## src/rtl/mem_pkg.sv

```systemverilog
// Shared types and constants for the MEM-stage instruction queue.
// ld_op bit positions follow the {ld_b, ld_bu, ld_h, ld_hu, ld_w} bundle from EX.
package mem_pkg;

   localparam int LD_OP_W   = 5;
   localparam int LD_W_BIT  = 0;
   localparam int LD_HU_BIT = 1;
   localparam int LD_H_BIT  = 2;
   localparam int LD_BU_BIT = 3;
   localparam int LD_B_BIT  = 4;

   localparam int MEM_EXC_W = 85;

   // The exception bundle is kept beside this record because its width is a
   // per-instance parameter.
   typedef struct packed {
      logic                valid;
      logic                waiting;
      logic                got;
      logic [31:0]         data;
      logic [LD_OP_W-1:0]  ld_op;
      logic [1:0]          addr_lo;
      logic                rf_we;
      logic [4:0]          waddr;
      logic [31:0]         result;
      logic [31:0]         pc;
   } mem_entry_t;

   function automatic int cnt_w(input int depth);
      return $clog2(depth + 1);
   endfunction

endpackage

```

## src/rtl/mem_load_align.sv

```systemverilog
// Load alignment: shifts the SRAM word down by the byte offset and extends
// according to the load type.
module mem_load_align
   import mem_pkg::*;
(
   input  logic [31:0]        rdata,
   input  logic [1:0]         addr_lo,
   input  logic [LD_OP_W-1:0] ld_op,
   output logic [31:0]        result
);

   logic [31:0] shifted;

   always_comb begin
      shifted = rdata >> {addr_lo, 3'b000};
      if (ld_op[LD_B_BIT])
         result = {{24{shifted[7]}}, shifted[7:0]};
      else if (ld_op[LD_BU_BIT])
         result = {24'b0, shifted[7:0]};
      else if (ld_op[LD_H_BIT])
         result = {{16{shifted[15]}}, shifted[15:0]};
      else if (ld_op[LD_HU_BIT])
         result = {16'b0, shifted[15:0]};
      else
         result = shifted;
   end

endmodule

```

## src/rtl/mem_stage_queue.sv

```systemverilog
// MEM stage: in-order queue of up to DEPTH instructions between EX and WB,
// matching in-order SRAM responses to the oldest waiting entry.
module mem_stage_queue
   import mem_pkg::*;
#(
   parameter  int DEPTH = 2,
   parameter  int EXC_W = MEM_EXC_W,
   localparam int CNT_W = cnt_w(DEPTH)
) (
   input  logic               clk,
   input  logic               resetn,
   input  logic               es2ms_valid,
   output logic               ms_allowin,
   input  logic               es_mem_op,
   input  logic [LD_OP_W-1:0] es_ld_op,
   input  logic [1:0]         es_addr_lo,
   input  logic               es_rf_we,
   input  logic [4:0]         es_rf_waddr,
   input  logic [31:0]        es_result,
   input  logic [31:0]        es_pc,
   input  logic [EXC_W-1:0]   es_ex_code,
   input  logic               es_req_fire,
   output logic               ms_req_stall,
   input  logic               data_sram_data_ok,
   input  logic [31:0]        data_sram_rdata,
   input  logic               ws_allowin,
   output logic               ms2ws_valid,
   output logic [31:0]        ms_pc,
   output logic               ms_rf_we,
   output logic [4:0]         ms_rf_waddr,
   output logic [31:0]        ms_rf_wdata,
   output logic [EXC_W-1:0]   ms_ex_code,
   output logic               ms_ex,
   input  logic               wb_ex,
   output logic [31:0]        ms_wr_mask,
   output logic               ms_fwd_valid,
   output logic [4:0]         ms_fwd_waddr,
   output logic [31:0]        ms_fwd_wdata,
   output logic [CNT_W-1:0]   ms_outstanding
);

   localparam int               PTR_W    = (DEPTH > 1) ? $clog2(DEPTH) : 1;
   localparam logic [PTR_W-1:0] PTR_LAST = PTR_W'(DEPTH - 1);
   localparam logic [CNT_W:0]   OUT_MAX  = (CNT_W + 1)'(DEPTH);

   mem_entry_t       ent   [DEPTH];
   mem_entry_t       ent_n [DEPTH];
   logic [EXC_W-1:0] exc   [DEPTH];
   logic [EXC_W-1:0] exc_n [DEPTH];

   logic [PTR_W-1:0] head, tail, resp;
   logic [PTR_W-1:0] head_n, tail_n, resp_n;
   logic [CNT_W-1:0] outstanding, outstanding_n;
   // One bit wider than the counter: a flush may need to swallow a request
   // fired in the same cycle on top of a full set of outstanding ones.
   logic [CNT_W:0]   discard, discard_n;
   logic [CNT_W:0]   out_sum;

   logic        resp_hit, ok_eff, bypass, head_done, retire, enq;
   logic [31:0] align_out;

   function automatic logic [PTR_W-1:0] ptr_inc(input logic [PTR_W-1:0] p);
      return (p == PTR_LAST) ? '0 : p + 1'b1;
   endfunction

   function automatic logic [PTR_W-1:0] ptr_add(input logic [PTR_W-1:0] base, input int k);
      int s;
      s = int'(base) + k;
      if (s >= DEPTH) s = s - DEPTH;
      return PTR_W'(s);
   endfunction

   assign resp_hit  = data_sram_data_ok & (discard == '0) & ent[resp].valid
                    & ent[resp].waiting & ~ent[resp].got;
   assign ok_eff    = data_sram_data_ok & ((discard != '0) | resp_hit);
   assign bypass    = resp_hit & (resp == head);
   assign head_done = ent[head].valid & (~ent[head].waiting | ent[head].got | bypass);
   assign retire    = head_done & ws_allowin;
   assign enq       = es2ms_valid & ms_allowin & ~wb_ex;

   assign ms_allowin     = ~ent[tail].valid | retire;
   assign ms_req_stall   = (outstanding == CNT_W'(DEPTH));
   assign ms_outstanding = outstanding;

   // The aligner always looks at the entry the next response belongs to; the
   // captured value is stored already aligned so forwarding needs no second copy.
   mem_load_align u_align (
      .rdata   (data_sram_rdata),
      .addr_lo (ent[resp].addr_lo),
      .ld_op   (ent[resp].ld_op),
      .result  (align_out)
   );

   assign ms2ws_valid = head_done;
   assign ms_pc       = ent[head].pc;
   assign ms_rf_we    = ent[head].rf_we;
   assign ms_rf_waddr = ent[head].waddr;
   assign ms_ex_code  = exc[head];
   assign ms_rf_wdata = ~|ent[head].ld_op ? ent[head].result :
                        ent[head].got     ? ent[head].data   :
                        bypass            ? align_out        : '0;

   always_comb begin
      ms_ex        = 1'b0;
      ms_wr_mask   = '0;
      ms_fwd_valid = 1'b0;
      ms_fwd_waddr = '0;
      ms_fwd_wdata = '0;
      for (int i = 0; i < DEPTH; i++) begin
         if (ent[i].valid && |exc[i]) ms_ex = 1'b1;
         if (ent[i].valid && ent[i].rf_we) ms_wr_mask[ent[i].waddr] = 1'b1;
      end
      // Walk oldest to youngest so the youngest writer decides the result.
      for (int k = 0; k < DEPTH; k++) begin
         if (ent[ptr_add(head, k)].valid && ent[ptr_add(head, k)].rf_we) begin
            if (~ent[ptr_add(head, k)].waiting | ent[ptr_add(head, k)].got) begin
               ms_fwd_valid = 1'b1;
               ms_fwd_waddr = ent[ptr_add(head, k)].waddr;
               ms_fwd_wdata = |ent[ptr_add(head, k)].ld_op ? ent[ptr_add(head, k)].data
                                                           : ent[ptr_add(head, k)].result;
            end else begin
               ms_fwd_valid = 1'b0;
               ms_fwd_waddr = '0;
               ms_fwd_wdata = '0;
            end
         end
      end
   end

   always_comb begin
      ent_n  = ent;
      exc_n  = exc;
      head_n = head;
      tail_n = tail;
      if (wb_ex) begin
         for (int i = 0; i < DEPTH; i++) begin
            ent_n[i] = '0;
            exc_n[i] = '0;
         end
         head_n = '0;
         tail_n = '0;
      end else begin
         if (resp_hit) begin
            ent_n[resp].data = align_out;
            ent_n[resp].got  = 1'b1;
         end
         if (retire) begin
            ent_n[head] = '0;
            exc_n[head] = '0;
            head_n      = ptr_inc(head);
         end
         // When full, tail equals head, so this lands in the slot just retired.
         if (enq) begin
            ent_n[tail].valid   = 1'b1;
            ent_n[tail].waiting = es_mem_op & ~|es_ex_code;
            ent_n[tail].got     = 1'b0;
            ent_n[tail].data    = '0;
            ent_n[tail].ld_op   = es_ld_op;
            ent_n[tail].addr_lo = es_addr_lo;
            ent_n[tail].rf_we   = es_rf_we;
            ent_n[tail].waddr   = es_rf_waddr;
            ent_n[tail].result  = es_result;
            ent_n[tail].pc      = es_pc;
            exc_n[tail]         = es_ex_code;
            tail_n              = ptr_inc(tail);
         end
      end
      resp_n = tail_n;
      for (int k = DEPTH - 1; k >= 0; k--) begin
         if (ent_n[ptr_add(head_n, k)].valid && ent_n[ptr_add(head_n, k)].waiting
             && !ent_n[ptr_add(head_n, k)].got)
            resp_n = ptr_add(head_n, k);
      end
   end

   always_comb begin
      out_sum = {1'b0, outstanding} + (CNT_W + 1)'(es_req_fire);
      if (ok_eff && out_sum != '0) out_sum = out_sum - 1'b1;
      outstanding_n = (out_sum > OUT_MAX) ? CNT_W'(DEPTH) : out_sum[CNT_W-1:0];
      discard_n     = discard;
      if (wb_ex)
         discard_n = out_sum;
      else if (data_sram_data_ok && discard != '0)
         discard_n = discard - 1'b1;
   end

   always_ff @(posedge clk or negedge resetn) begin
      if (!resetn) begin
         for (int i = 0; i < DEPTH; i++) begin
            ent[i] <= '0;
            exc[i] <= '0;
         end
         head        <= '0;
         tail        <= '0;
         resp        <= '0;
         outstanding <= '0;
         discard     <= '0;
      end else begin
         ent         <= ent_n;
         exc         <= exc_n;
         head        <= head_n;
         tail        <= tail_n;
         resp        <= resp_n;
         outstanding <= outstanding_n;
         discard     <= discard_n;
      end
   end

   a_no_orphan_resp: assert property (@(posedge clk) disable iff (!resetn)
      (data_sram_data_ok && discard == '0) |-> resp_hit);

endmodule

```

## config.mk

```make
export PLATFORM = sky130hd
export DESIGN_NAME = mem_stage_queue
export DESIGN_NICKNAME = d
export VERILOG_FILES = /design/src/rtl/mem_pkg.sv /design/src/rtl/mem_load_align.sv /design/src/rtl/mem_stage_queue.sv
export SDC_FILE = /design/constraint.sdc
export NUM_CORES = 1
export LEC_CHECK = 0
export BUFFER_PORTS_ARGS = -buffer_cell sky130_fd_sc_hd__buf_2
export CORE_MARGIN = 2
export CORE_UTILIZATION = 60
export DETAILED_ROUTE_END_ITERATION = 12
export PLACE_DENSITY = 0.83
export REMOVE_ABC_BUFFERS = 1
export SLEW_MARGIN = 15
export SYNTH_ARGS = -nofsm -noshare
export SYNTH_HDL_FRONTEND = slang
export SYNTH_SLANG_ARGS = --single-unit
```

## constraint.sdc

```tcl
create_clock -name clk -period 7.2 [get_ports clk]
set_clock_uncertainty 0.2 [all_clocks]
set_input_delay 1.44 -clock clk [delete_from_list [all_inputs] [get_ports clk]]
set_output_delay 1.44 -clock clk [all_outputs]
set_load 0.02 [all_outputs]
```

After elaboration in Yosys (flattened, before gate mapping)
Index checks and enable logic that the tools add are counted.
{"block": "op_classes", "n_addsub": 11, "magnitude_cmp": 23, "n_eq_ne": 2, "shift": 1, "mux": 140, "bitwise": 39, "n_reduce_logical": 30}
{"cell": "$bwmux W224", "count": 12}
{"cell": "$mux W112", "count": 23}
{"cell": "$demux W112 S1", "count": 13}
{"cell": "$mux W224", "count": 6}
{"cell": "$mux W109", "count": 8}
{"cell": "$mux W111", "count": 7}
{"cell": "$mux W170", "count": 4}
{"cell": "$mux W32", "count": 16}
{"cell": "$mux W85", "count": 5}
{"cell": "$reduce_or A85 Y1", "count": 3}
{"cell": "$and A224 B224 Y224", "count": 1}
{"cell": "$not A224 Y224", "count": 1}
{"cell": "$mux W110", "count": 2}
{"cell": "$and A170 B170 Y170", "count": 1}
{"cell": "$bwmux W170", "count": 1}
{"cell": "$demux W85 S1", "count": 2}
{"cell": "$not A170 Y170", "count": 1}
{"cell": "$mux W77", "count": 1}
{"cell": "$mux W72", "count": 1}
{"cell": "$mux W70", "count": 1}
{"cell": "$mux W69", "count": 1}
{"cell": "$mux W64", "count": 1}
{"cell": "$or A32 B32 Y32", "count": 1}
{"cell": "$shr A32 B5 Y32", "count": 1}
{"cell": "28 further kinds", "count": 133}
{"block": "totals", "register_bits": 402}

Logic depth before layout (Yosys ltp)
Gate-level depths: netlist (run 1).
{"block": "depth", "ltp_word": 35, "depth_mapped": 12, "ltp_nobuf": 9}

Modules after synthesis
A second synthesis (run 1) with hierarchy kept.
{"block": "unflattened", "hier_cells": 2055, "hier_area_um2": 21633.2}
{"module": "mem_stage_queue", "n_inst": 1, "cells_per_inst": 1946, "area_per_inst_um2": 20798.7}
{"module": "mem_load_align", "n_inst": 1, "cells_per_inst": 109, "area_per_inst_um2": 834.6}

Worst setup path before layout (run 1)
OpenSTA, ideal clock, no wires.
{"block": "synth_path", "path_type": "input -> output", "from": "in data_sram_rdata[15]", "to": "out ms_rf_wdata[15]", "arrival_ns": 2.770, "required_ns": 5.560, "slack_ns": 2.790, "path_stages": 7, "path_buffers": 1, "path_cell_list": "mux4_2 > nor2b_1 > buf_2 > a31oi_1 > o22ai_1 > nand2_1 > o21ai_1"}
{"block": "synth_via", "elab_chain_len": 8}
{"element": "start: declaration", "line": "mem_stage_queue.sv:25", "rtl": "input logic [31:0] data_sram_rdata,"}
{"element": "$shr A32 B5 Y32 *", "line": "mem_load_align.sv:15", "rtl": "shifted = rdata >> {addr_lo, 3'b000};"}
{"element": "$mux W32", "line": "mem_load_align.sv:22", "rtl": "else if (ld_op[LD_HU_BIT])"}
{"element": "$mux W32", "line": "mem_load_align.sv:20", "rtl": "else if (ld_op[LD_H_BIT])"}
{"element": "$mux W32", "line": "mem_load_align.sv:18", "rtl": "else if (ld_op[LD_BU_BIT])"}
{"element": "$mux W32 *", "line": "mem_load_align.sv:16", "rtl": "if (ld_op[LD_B_BIT])"}
{"element": "$mux W32 *", "line": "mem_stage_queue.sv:101", "rtl": "bypass ? align_out : '0;"}
{"element": "$mux W32 *", "line": "mem_stage_queue.sv:100", "rtl": "ent[head].got ? ent[head].data :"}
{"element": "$mux W32 *", "line": "mem_stage_queue.sv:99", "rtl": "assign ms_rf_wdata = ~|ent[head].ld_op ? ent[head].result :"}
{"element": "end: declaration", "line": "mem_stage_queue.sv:31", "rtl": "output logic [31:0] ms_rf_wdata,"}
Mark *: on every way between the ends. The rest lies on a longest branch, timed or not.

Worst setup path after layout (run 1)
{"block": "layout_path", "from": "reg resp", "to": "out ms_rf_wdata[17]"}
{"block": "layout_via", "elab_chain_len": 12, "elab_cells_between_ends": 18}
{"element": "start: declaration", "line": "mem_stage_queue.sv:51", "rtl": "logic [PTR_W-1:0] head, tail, resp;"}
{"element": "start signal: assignment", "line": "mem_stage_queue.sv:203", "rtl": "resp <= resp_n;"}
{"element": "$not A1 Y2 (not written as such)"}
{"element": "$mux W112 (not written as such) (3 in series)", "line": "mem_stage_queue.sv:90", "rtl": ".ld_op (ent[resp].ld_op),"}
{"element": "$shr A32 B5 Y32", "line": "mem_load_align.sv:15"}
{"element": "$mux W32", "line": "mem_load_align.sv:22"}
{"element": "$mux W32", "line": "mem_load_align.sv:20"}
{"element": "$mux W32", "line": "mem_load_align.sv:18"}
{"element": "$mux W32", "line": "mem_load_align.sv:16"}
{"element": "$mux W32 *", "line": "mem_stage_queue.sv:101"}
{"element": "$mux W32 *", "line": "mem_stage_queue.sv:100"}
{"element": "$mux W32 *", "line": "mem_stage_queue.sv:99"}
Mark *: on every way between the ends. The rest lies on a longest branch, timed or not. The select of a mux whose other input is x is not followed.

==> run_summary.xml, run 1 <==
<?xml version="1.0" encoding="UTF-8"?>
<metrics>
  <group name="run_status">
    <metric name="outcome" unit="">finished, final reports clean</metric>
  </group>
  <group name="drt">
    <metric name="detailedRoute.firstPassIterationCount" unit="">6</metric>
    <metric name="wirelength" unit="mm">76.94</metric>
    <metric name="met3_wirelength" unit="mm">9.843</metric>
    <metric name="vias" unit="">21000</metric>
    <metric name="met2_length" unit="mm">35.10</metric>
    <metric name="top_layer" unit="">met5</metric>
    <metric name="antenna_violating_nets_post_route" unit="">0</metric>
    <metric name="drc" unit="">0</metric>
    <metric name="initialDrtViolationCount" unit="">2506</metric>
    <metric name="routed_wire_length_per_instance" unit="um">25.53</metric>
    <metric name="route.layer.met1.wl" unit="mm">27.53</metric>
    <metric name="drt-vias-per-instance" unit="">6.967</metric>
  </group>
  <group name="timing">
    <metric name="fmaxAchievable" unit="MHz">159.9</metric>
    <metric name="setup-violations-final" unit="">0</metric>
    <metric name="grt_setup_unrepaired" unit="">no</metric>
    <metric name="finalHoldViolations" unit="">0</metric>
    <metric name="timing.final.crit_share" unit="">0.8684</metric>
    <metric name="slew_viol_final" unit="">0</metric>
    <metric name="tightestPinTransition" unit="ns">1.200</metric>
    <metric name="relSlewSlack" unit="">0.1980</metric>
    <metric name="finalCriticalPeriod" unit="ns">6.253</metric>
  </group>
  <group name="place">
    <metric name="gp_congestion" unit="">0.9168</metric>
    <metric name="place.detailed.hpwl" unit="mm">49.84</metric>
    <metric name="detailed_place.area" unit="um2">24040</metric>
    <metric name="buffer_ports.inserted" unit="">432</metric>
    <metric name="dp_cells" unit="">2926</metric>
  </group>
  <group name="clocking">
    <metric name="clk-insertion-delay-late" unit="ns">0.56</metric>
    <metric name="cts-resized-gates" unit="">0</metric>
    <metric name="worst_setup_hold_path_clk_slew" unit="ns">0.06</metric>
    <metric name="clock_tree.htree_level_count" unit="">2</metric>
    <metric name="cts.path.max_buffers" unit="">3</metric>
    <metric name="clock_sink_count" unit="">402</metric>
    <metric name="cts_tree" unit="">done</metric>
    <metric name="cts_buffers" unit="">43</metric>
    <metric name="cts_setup_buffers" unit="">0</metric>
    <metric name="cts_hold_buffers" unit="">0</metric>
    <metric name="clk_root_buffer_cell" unit="">sky130_fd_sc_hd__clkbuf_16</metric>
  </group>
  <group name="critical_path">
    <metric name="critPathKind" unit="">flop to output pin</metric>
    <metric name="timing.critical_path.mode_cell" unit="">sky130_fd_sc_hd__a21oi_1</metric>
    <metric name="cp_max_fo" unit="">24</metric>
    <metric name="timing.critical_path.cells" unit="">mux2i_4 &gt; mux4_2 &gt; nand2b_1 &gt; o21ai_0 &gt; a21oi_1 &gt; a21oi_1 &gt; buf_2</metric>
    <metric name="worst_setup_start_kind" unit="">flop</metric>
    <metric name="worst_setup_path_end_kind" unit="">output pin</metric>
    <metric name="critical-path-top-delay-family" unit="">multiplexers</metric>
    <metric name="worst_path_max_delay_cell" unit="">sky130_fd_sc_hd__mux2i_4</metric>
    <metric name="cp_num_buf_inv" unit="">1</metric>
    <metric name="cpPeakStageDelay" unit="ns">0.85</metric>
    <metric name="critical_path_arrival" unit="ns">4.61</metric>
    <metric name="worst_ep_required_time" unit="ns">5.56</metric>
  </group>
  <group name="power_and_ir_drop">
    <metric name="leakage" unit="nW">12.42</metric>
    <metric name="pwr_density_cell" unit="nW/um2">246.2</metric>
    <metric name="vdd_drop_max" unit="V">0.0002307</metric>
  </group>
  <group name="final_layout">
    <metric name="area_growth" unit="%">16.12</metric>
    <metric name="final_cells" unit="">3014</metric>
    <metric name="postLayoutCellArea" unit="um2">25480</metric>
    <metric name="final_layout_size_suffix_gt1_frac" unit="">0.2890</metric>
    <metric name="finalNetCount" unit="">2711</metric>
  </group>
  <group name="yosys">
    <metric name="synth_top_area_cell" unit="">sky130_fd_sc_hd__dfrtp_1</metric>
    <metric name="edff_count_synth" unit="">0</metric>
    <metric name="synth-main-ff-cell" unit="">sky130_fd_sc_hd__dfrtp_1</metric>
    <metric name="ys_ff_latch" unit="">402</metric>
    <metric name="netlist_instances" unit="">2193</metric>
    <metric name="synthDistinctLibCells" unit="">66</metric>
    <metric name="yosys_warnings" unit="">0</metric>
    <metric name="ys_top_cells_by_area" unit="">sky130_fd_sc_hd__dfrtp_1 (46%), sky130_fd_sc_hd__a22o_1 (7.5%), sky130_fd_sc_hd__mux2_2 (6.9%)</metric>
    <metric name="synth_area_per_cell" unit="um2">10.01</metric>
    <metric name="async_flop_share" unit="">1.000</metric>
    <metric name="post-synth-top-area-fraction" unit="">0.4584</metric>
    <metric name="seq_area_frac_synth" unit="">0.4584</metric>
    <metric name="netlist_area" unit="um2">21950</metric>
  </group>
  <group name="global_route">
    <metric name="grt_first_pass_wirelength" unit="mm">118.0</metric>
    <metric name="grt-ovfl-total" unit="">0</metric>
    <metric name="grt_antenna_before_repair" unit="">17</metric>
    <metric name="grt_resource_usage_total" unit="">0.3972</metric>
    <metric name="first_global_vias" unit="">20310</metric>
    <metric name="pin_count_of_the_biggest_net_entering_global_routing" unit="">172</metric>
  </group>
  <group name="die">
    <metric name="die-area" unit="um2">38120</metric>
    <metric name="io-pin-count" unit="">433</metric>
    <metric name="die_span_in_x" unit="um">195.3</metric>
    <metric name="rows" unit="">70</metric>
    <metric name="initial_cell_density_of_the_core" unit="">0.6038</metric>
    <metric name="fp.coreArea" unit="um2">36350</metric>
    <metric name="die-height" unit="um">195.3</metric>
  </group>
  <group name="job">
    <metric name="drv_cap" unit="">0</metric>
  </group>
  <group name="hold_path">
    <metric name="min_path_type" unit="">flop to flop</metric>
  </group>
</metrics>
==> power breakdown <==
group          leakage (nW)  switching, mW  internal [mW]
clock                 0.704          0.947           1.30
combinational          6.21          0.956          0.518
sequential             5.50          0.151           2.40
total                  12.4           2.05           4.22
==> final cells by class <==
type                    count  area, um2
clock buffers              63       1272
inverters                  12      45.04
fillers                  2657      10860
clock inverters            15      146.4
flip-flops and latches    402      10060
well taps                 468      585.6
multi-input cells        1588      10930
diodes                     10      25.02
repair buffers            456       2417
==> cells in the final DEF (no fill, tap or decap), drive strengths merged, types with 7 or more instances in the layout <==
| cell | netlist | final |
|---|---|---|
| diode | 0 | 10 |
| nand3 | 69 | 69 |
| a211oi | 36 | 36 |
| nor2 | 222 | 222 |
| buf | 110 | 456 |
| nor3 | 24 | 24 |
| a22oi | 96 | 96 |
| nand2 | 263 | 263 |
| clkbuf | 81 | 63 |
| nand4 | 17 | 17 |
| mux2i | 94 | 94 |
| clkinv | 1 | 11 |
| a221oi | 10 | 10 |
| dfrtp | 402 | 402 |
| o21a | 10 | 10 |
| inv | 11 | 13 |
| mux2 | 136 | 136 |
| a22o | 188 | 188 |
| nor4 | 64 | 64 |
| nand3b | 10 | 10 |
| o21ai | 95 | 95 |
| nand2b | 8 | 8 |
| a21o | 7 | 7 |
| a21oi | 93 | 93 |
| nor2b | 22 | 22 |
| a32o | 9 | 9 |
| mux4 | 30 | 30 |
| o22ai | 33 | 33 |
==> cells in the mapped netlist, types with 3 or more instances <==
library cell               number
sky130_fd_sc_hd__dfrtp_1      402
sky130_fd_sc_hd__nand2_1      263
sky130_fd_sc_hd__nor2_1       219
sky130_fd_sc_hd__a22o_1       188
sky130_fd_sc_hd__mux2_2       135
sky130_fd_sc_hd__a22oi_1       96
sky130_fd_sc_hd__mux2i_1       93
sky130_fd_sc_hd__a21oi_1       90
sky130_fd_sc_hd__buf_2         81
sky130_fd_sc_hd__clkbuf_1      80
sky130_fd_sc_hd__o21ai_0       77
sky130_fd_sc_hd__nand3_1       69
sky130_fd_sc_hd__nor4_1        64
sky130_fd_sc_hd__a211oi_1      36
sky130_fd_sc_hd__o22ai_1       33
sky130_fd_sc_hd__mux4_2        30
sky130_fd_sc_hd__nor3_1        24
sky130_fd_sc_hd__nor2b_1       22
sky130_fd_sc_hd__nand4_1       17
sky130_fd_sc_hd__buf_6         16
sky130_fd_sc_hd__inv_1         11
sky130_fd_sc_hd__a221oi_1      10
sky130_fd_sc_hd__o21a_1        10
sky130_fd_sc_hd__o21ai_2       10
sky130_fd_sc_hd__a32o_1         9
sky130_fd_sc_hd__nand3b_1       9
sky130_fd_sc_hd__nand2b_1       8
sky130_fd_sc_hd__o21ai_1        8
sky130_fd_sc_hd__a21o_1         7
sky130_fd_sc_hd__buf_4          7
sky130_fd_sc_hd__and2_1         6
sky130_fd_sc_hd__buf_1          6
sky130_fd_sc_hd__ha_1           6
sky130_fd_sc_hd__or3_1          5
sky130_fd_sc_hd__a21oi_2        3
sky130_fd_sc_hd__or3b_2         3
sky130_fd_sc_hd__or4_1          3
sky130_fd_sc_hd__xnor2_1        3
==> cells by family (layout without fill, tap and decap cells) <==
group | Yosys count | after routing | share of synthesized area
adder cells (fa/ha/maj) | 6 | 6 | 0.003421
AO/OA/AOI/OAI | 595 | 595 | 0.1965
multiplexers | 260 | 260 | 0.1442
XOR/XNOR | 3 | 3 | 0.001197
flip-flops | 402 | 402 | 0.4584
other | 0 | 10 | 0
AND/OR/NAND/NOR | 724 | 724 | 0.1503
buffers and inverters | 203 | 546 | 0.04607
==> per-stage QoR <==
step | setup TNS (ns) | utilization | power, mW | setup WS, ns | hold slack (ns)
after floorplan | -2376.47 | - | 3.465 | -7.128 | 0.2575
after global placement | 0 | 0.6614 | 3.978 | 1.716 | 0.2755
after detailed placement | 0 | 0.6614 | 4.018 | 1.663 | 0.2771
after CTS | 0 | 0.7004 | 6.247 | 1.047 | 0.2981
after global routing | 0 | 0.7009 | 6.479 | 0.8296 | 0.3112
final | 0 | 0.7011 | 6.274 | 0.9474 | 0.2948
==> registers in the layout (all words and copies together), names as in the netlist <==
register and cells:
discard 3, ent 224, exc 170, head 1, ms_outstanding 2, resp 1, tail 1
==> path summary, 6_finish.rpt <==
kind / start / end / slack [ns] / cells past startpoint
min in group asynchronous: resetn / ent[32]$_DFF_PN0_ / 0.73 / 1
max reg2reg: head$_DFF_PN0_ / ent[122]$_DFF_PN0_ / 2.29 / 9
min: ent[7]$_DFF_PN0_ / ent[7]$_DFF_PN0_ / 0.29 / 1
max: resp$_DFF_PN0_ / ms_rf_wdata[17] / 0.95 / 7
max in group asynchronous: resetn / head$_DFF_PN0_ / 4.61 / 2
min reg2reg: ent[7]$_DFF_PN0_ / ent[7]$_DFF_PN0_ / 0.29 / 1
==> routing by layer <==
metal  vias up  global-route usage
met3       334              0.1024
met4        14              0.2118
met5         -                   0
li1       8773                   -
met2      1711              0.6165
met1     10170              0.5153
(Power assumes the default switching activity.)
==> run 2: changes to the inputs <==
- BUFFER_PORTS_ARGS: -buffer_cell sky130_fd_sc_hd__buf_2 -> unset
- CORE_UTILIZATION: 60 -> 68
- DONT_BUFFER_PORTS: unset -> 1
- PLACE_DENSITY: 0.83 -> 0.81
==> run_summary.xml, run 2 (synthesized netlist as in run 1, its figures left out) <==
<?xml version="1.0" encoding="UTF-8"?>
<metrics>
  <group name="power_and_ir_drop">
    <metric name="power_frac_comb" unit="">0.201</metric>
    <metric name="pwr_density_cell" unit="nW/um2">262.4</metric>
    <metric name="power.switching" unit="mW">1.899</metric>
    <metric name="swShare" unit="">0.3128</metric>
    <metric name="vdd_drop_max" unit="V">0.0002426</metric>
    <metric name="sequentialPowerShare" unit="">0.423</metric>
    <metric name="leakage" unit="nW">10.34</metric>
    <metric name="power" unit="mW">6.072</metric>
    <metric name="internal_power" unit="mW">4.173</metric>
    <metric name="power.clock.fraction" unit="">0.376</metric>
  </group>
  <group name="final_layout">
    <metric name="biggest_register" unit="">ent</metric>
    <metric name="final_layout_size_suffix_gt1_frac" unit="">0.1393</metric>
    <metric name="area_growth" unit="%">5.439</metric>
    <metric name="fin_util" unit="">0.7314</metric>
    <metric name="final_cells" unit="">2499</metric>
    <metric name="commonest_non_fill_non_tap_cells_in_the_layout" unit="">sky130_fd_sc_hd__dfrtp_1 (401), sky130_fd_sc_hd__nand2_1 (262), sky130_fd_sc_hd__nor2_1 (216)</metric>
    <metric name="flip_flop_count_of_the_largest_register_all_copies_and_words_added" unit="">224</metric>
    <metric name="layout.cells.most_common" unit="">sky130_fd_sc_hd__dfrtp_1</metric>
    <metric name="largest_registers" unit="">ent x224, exc x170, discard x3</metric>
    <metric name="finalNetCount" unit="">2274</metric>
  </group>
  <group name="drt">
    <metric name="drc" unit="">0</metric>
    <metric name="wirelength" unit="mm">72.72</metric>
    <metric name="vias" unit="">18720</metric>
    <metric name="detailedRoute.firstPassIterationCount" unit="">5</metric>
    <metric name="antenna_violating_nets_post_route" unit="">0</metric>
    <metric name="drt-vias-per-instance" unit="">7.489</metric>
    <metric name="initialDrtViolationCount" unit="">2236</metric>
    <metric name="routed_wire_length_per_instance" unit="um">29.10</metric>
  </group>
  <group name="timing">
    <metric name="tightestPinTransition" unit="ns">1.497</metric>
    <metric name="grt_setup_unrepaired" unit="">no</metric>
    <metric name="finalHoldViolations" unit="">0</metric>
    <metric name="setup-violations-final" unit="">0</metric>
    <metric name="timing.final.crit_share" unit="">0.8715</metric>
    <metric name="relSlewSlack" unit="">0.001748</metric>
    <metric name="slew_viol_final" unit="">0</metric>
    <metric name="fin_setup_tns" unit="ns">0</metric>
    <metric name="fmaxAchievable" unit="MHz">159.4</metric>
    <metric name="finalCriticalPeriod" unit="ns">6.274</metric>
  </group>
  <group name="die">
    <metric name="io-pin-count" unit="">433</metric>
    <metric name="die-height" unit="um">183.7</metric>
    <metric name="initial_cell_density_of_the_core" unit="">0.6937</metric>
    <metric name="die_span_in_x" unit="um">183.7</metric>
    <metric name="fp.coreArea" unit="um2">31640</metric>
    <metric name="die-area" unit="um2">33730</metric>
    <metric name="rows" unit="">65</metric>
  </group>
  <group name="critical_path">
    <metric name="critical_path_arrival" unit="ns">4.63</metric>
    <metric name="regToRegStartpoint" unit="">head$_DFF_PN0_</metric>
    <metric name="cp_max_fo" unit="">74</metric>
    <metric name="worst_setup_path_end_kind" unit="">output pin</metric>
    <metric name="reg2reg_to" unit="">ent[141]$_DFF_PN0_</metric>
    <metric name="worst_setup_start_kind" unit="">flop</metric>
    <metric name="worst_ep_required_time" unit="ns">5.56</metric>
    <metric name="critical-path-top-delay-family" unit="">buffers and inverters</metric>
    <metric name="cpPeakStageDelay" unit="ns">1.07</metric>
    <metric name="crit_start" unit="">head$_DFF_PN0_</metric>
    <metric name="worst_path_max_delay_cell" unit="">sky130_fd_sc_hd__dfrtp_4</metric>
    <metric name="cp_num_buf_inv" unit="">2</metric>
    <metric name="reg2reg_depth" unit="">9</metric>
    <metric name="timing.critical_path.cells" unit="">buf_4 &gt; buf_4 &gt; o21ai_0 &gt; o21ai_0</metric>
    <metric name="ff2ff_setup_slack" unit="ns">1.69</metric>
    <metric name="setup.worst_path.end" unit="">ms_fwd_wdata[16]</metric>
    <metric name="critical_path_cell_count" unit="">4</metric>
    <metric name="critPathKind" unit="">flop to output pin</metric>
  </group>
  <group name="clocking">
    <metric name="worst_setup_hold_path_clk_slew" unit="ns">0.06</metric>
    <metric name="clk-insertion-delay-late" unit="ns">0.54</metric>
    <metric name="cts_tree" unit="">done</metric>
    <metric name="clock_sink_count" unit="">402</metric>
    <metric name="cts_buffers" unit="">43</metric>
    <metric name="cts_setup_buffers" unit="">0</metric>
    <metric name="clk_root_buffer_cell" unit="">sky130_fd_sc_hd__clkbuf_16</metric>
    <metric name="cts_hold_buffers" unit="">0</metric>
    <metric name="cts.path.max_buffers" unit="">3</metric>
    <metric name="clock_tree.htree_level_count" unit="">2</metric>
    <metric name="cts-resized-gates" unit="">0</metric>
  </group>
  <group name="global_route">
    <metric name="grt_first_pass_wirelength" unit="mm">109.9</metric>
    <metric name="first_global_vias" unit="">18080</metric>
    <metric name="grt-ovfl-total" unit="">0</metric>
    <metric name="grt_resource_usage_total" unit="">0.4238</metric>
    <metric name="pin_count_of_the_biggest_net_entering_global_routing" unit="">403</metric>
    <metric name="grt_antenna_before_repair" unit="">0</metric>
  </group>
  <group name="job">
    <metric name="drv_cap" unit="">0</metric>
  </group>
  <group name="place">
    <metric name="place.detailed.hpwl" unit="mm">46.40</metric>
    <metric name="buffer_ports.inserted" unit="">0</metric>
    <metric name="dp_cells" unit="">2423</metric>
    <metric name="gp_congestion" unit="">0.9314</metric>
  </group>
  <group name="run_status">
    <metric name="outcome" unit="">finished, final reports clean</metric>
  </group>
  <group name="hold_path">
    <metric name="min_path_type" unit="">flop to flop</metric>
  </group>
</metrics>
[run 2: how the worst min path moves through the flow]
stage / startpoint / endpoint / slack, ns / cells past startpoint
floorplan: ent[184]$_DFF_PN0_ / ent[184]$_DFF_PN0_ / 0.26 / 2
global placement: ent[115]$_DFF_PN0_ / ent[115]$_DFF_PN0_ / 0.28 / 2
detailed placement: ent[17]$_DFF_PN0_ / ent[17]$_DFF_PN0_ / 0.28 / 1
CTS: ent[15]$_DFF_PN0_ / ent[15]$_DFF_PN0_ / 0.30 / 1
global route: ent[2]$_DFF_PN0_ / ent[2]$_DFF_PN0_ / 0.32 / 1
finish: ent[15]$_DFF_PN0_ / ent[15]$_DFF_PN0_ / 0.29 / 1
[run 2: metal layers]
metal  vias up  track usage  share of wire
met1      9238       0.5414           0.35
met3       248       0.1296           0.13
met4         0       0.2061          0.055
met5         -            0              0
met2      1367       0.6628           0.46
li1       7862            -              -
[run 2: cell type report]
type	count	area, um2
inverter	12	45.04
antenna	1	2.502
sequential	402	10060
fill	2271	8497
clock buffer	58	1204
timing repair buffer	19	155.1
tap	402	503.0
clock inverter	17	234.0
multi-input combinational	1588	10930
[run 2: power groups by stage]
stage	registers, mW	logic [mW]	clock network (mW)
2_1_floorplan	2.57	0.899	0
3_3_place_gp	2.59	1.16	0
3_5_place_dp	2.60	1.19	0
4_1_cts	2.56	1.19	2.28
5_1_grt	2.58	1.29	2.38
6_report	2.57	1.22	2.28
[run 2: per-stage QoR]
step,setup WS [ns],cell area [um2],hold slack (ns)
final,0.9255,23140,0.2943
after global routing,0.8487,23140,0.3160
after CTS,1.116,23140,0.2988
after detailed placement,1.700,21700,0.2795
after global placement,1.723,21700,0.2752
after floorplan,-7.128,20980,0.2575
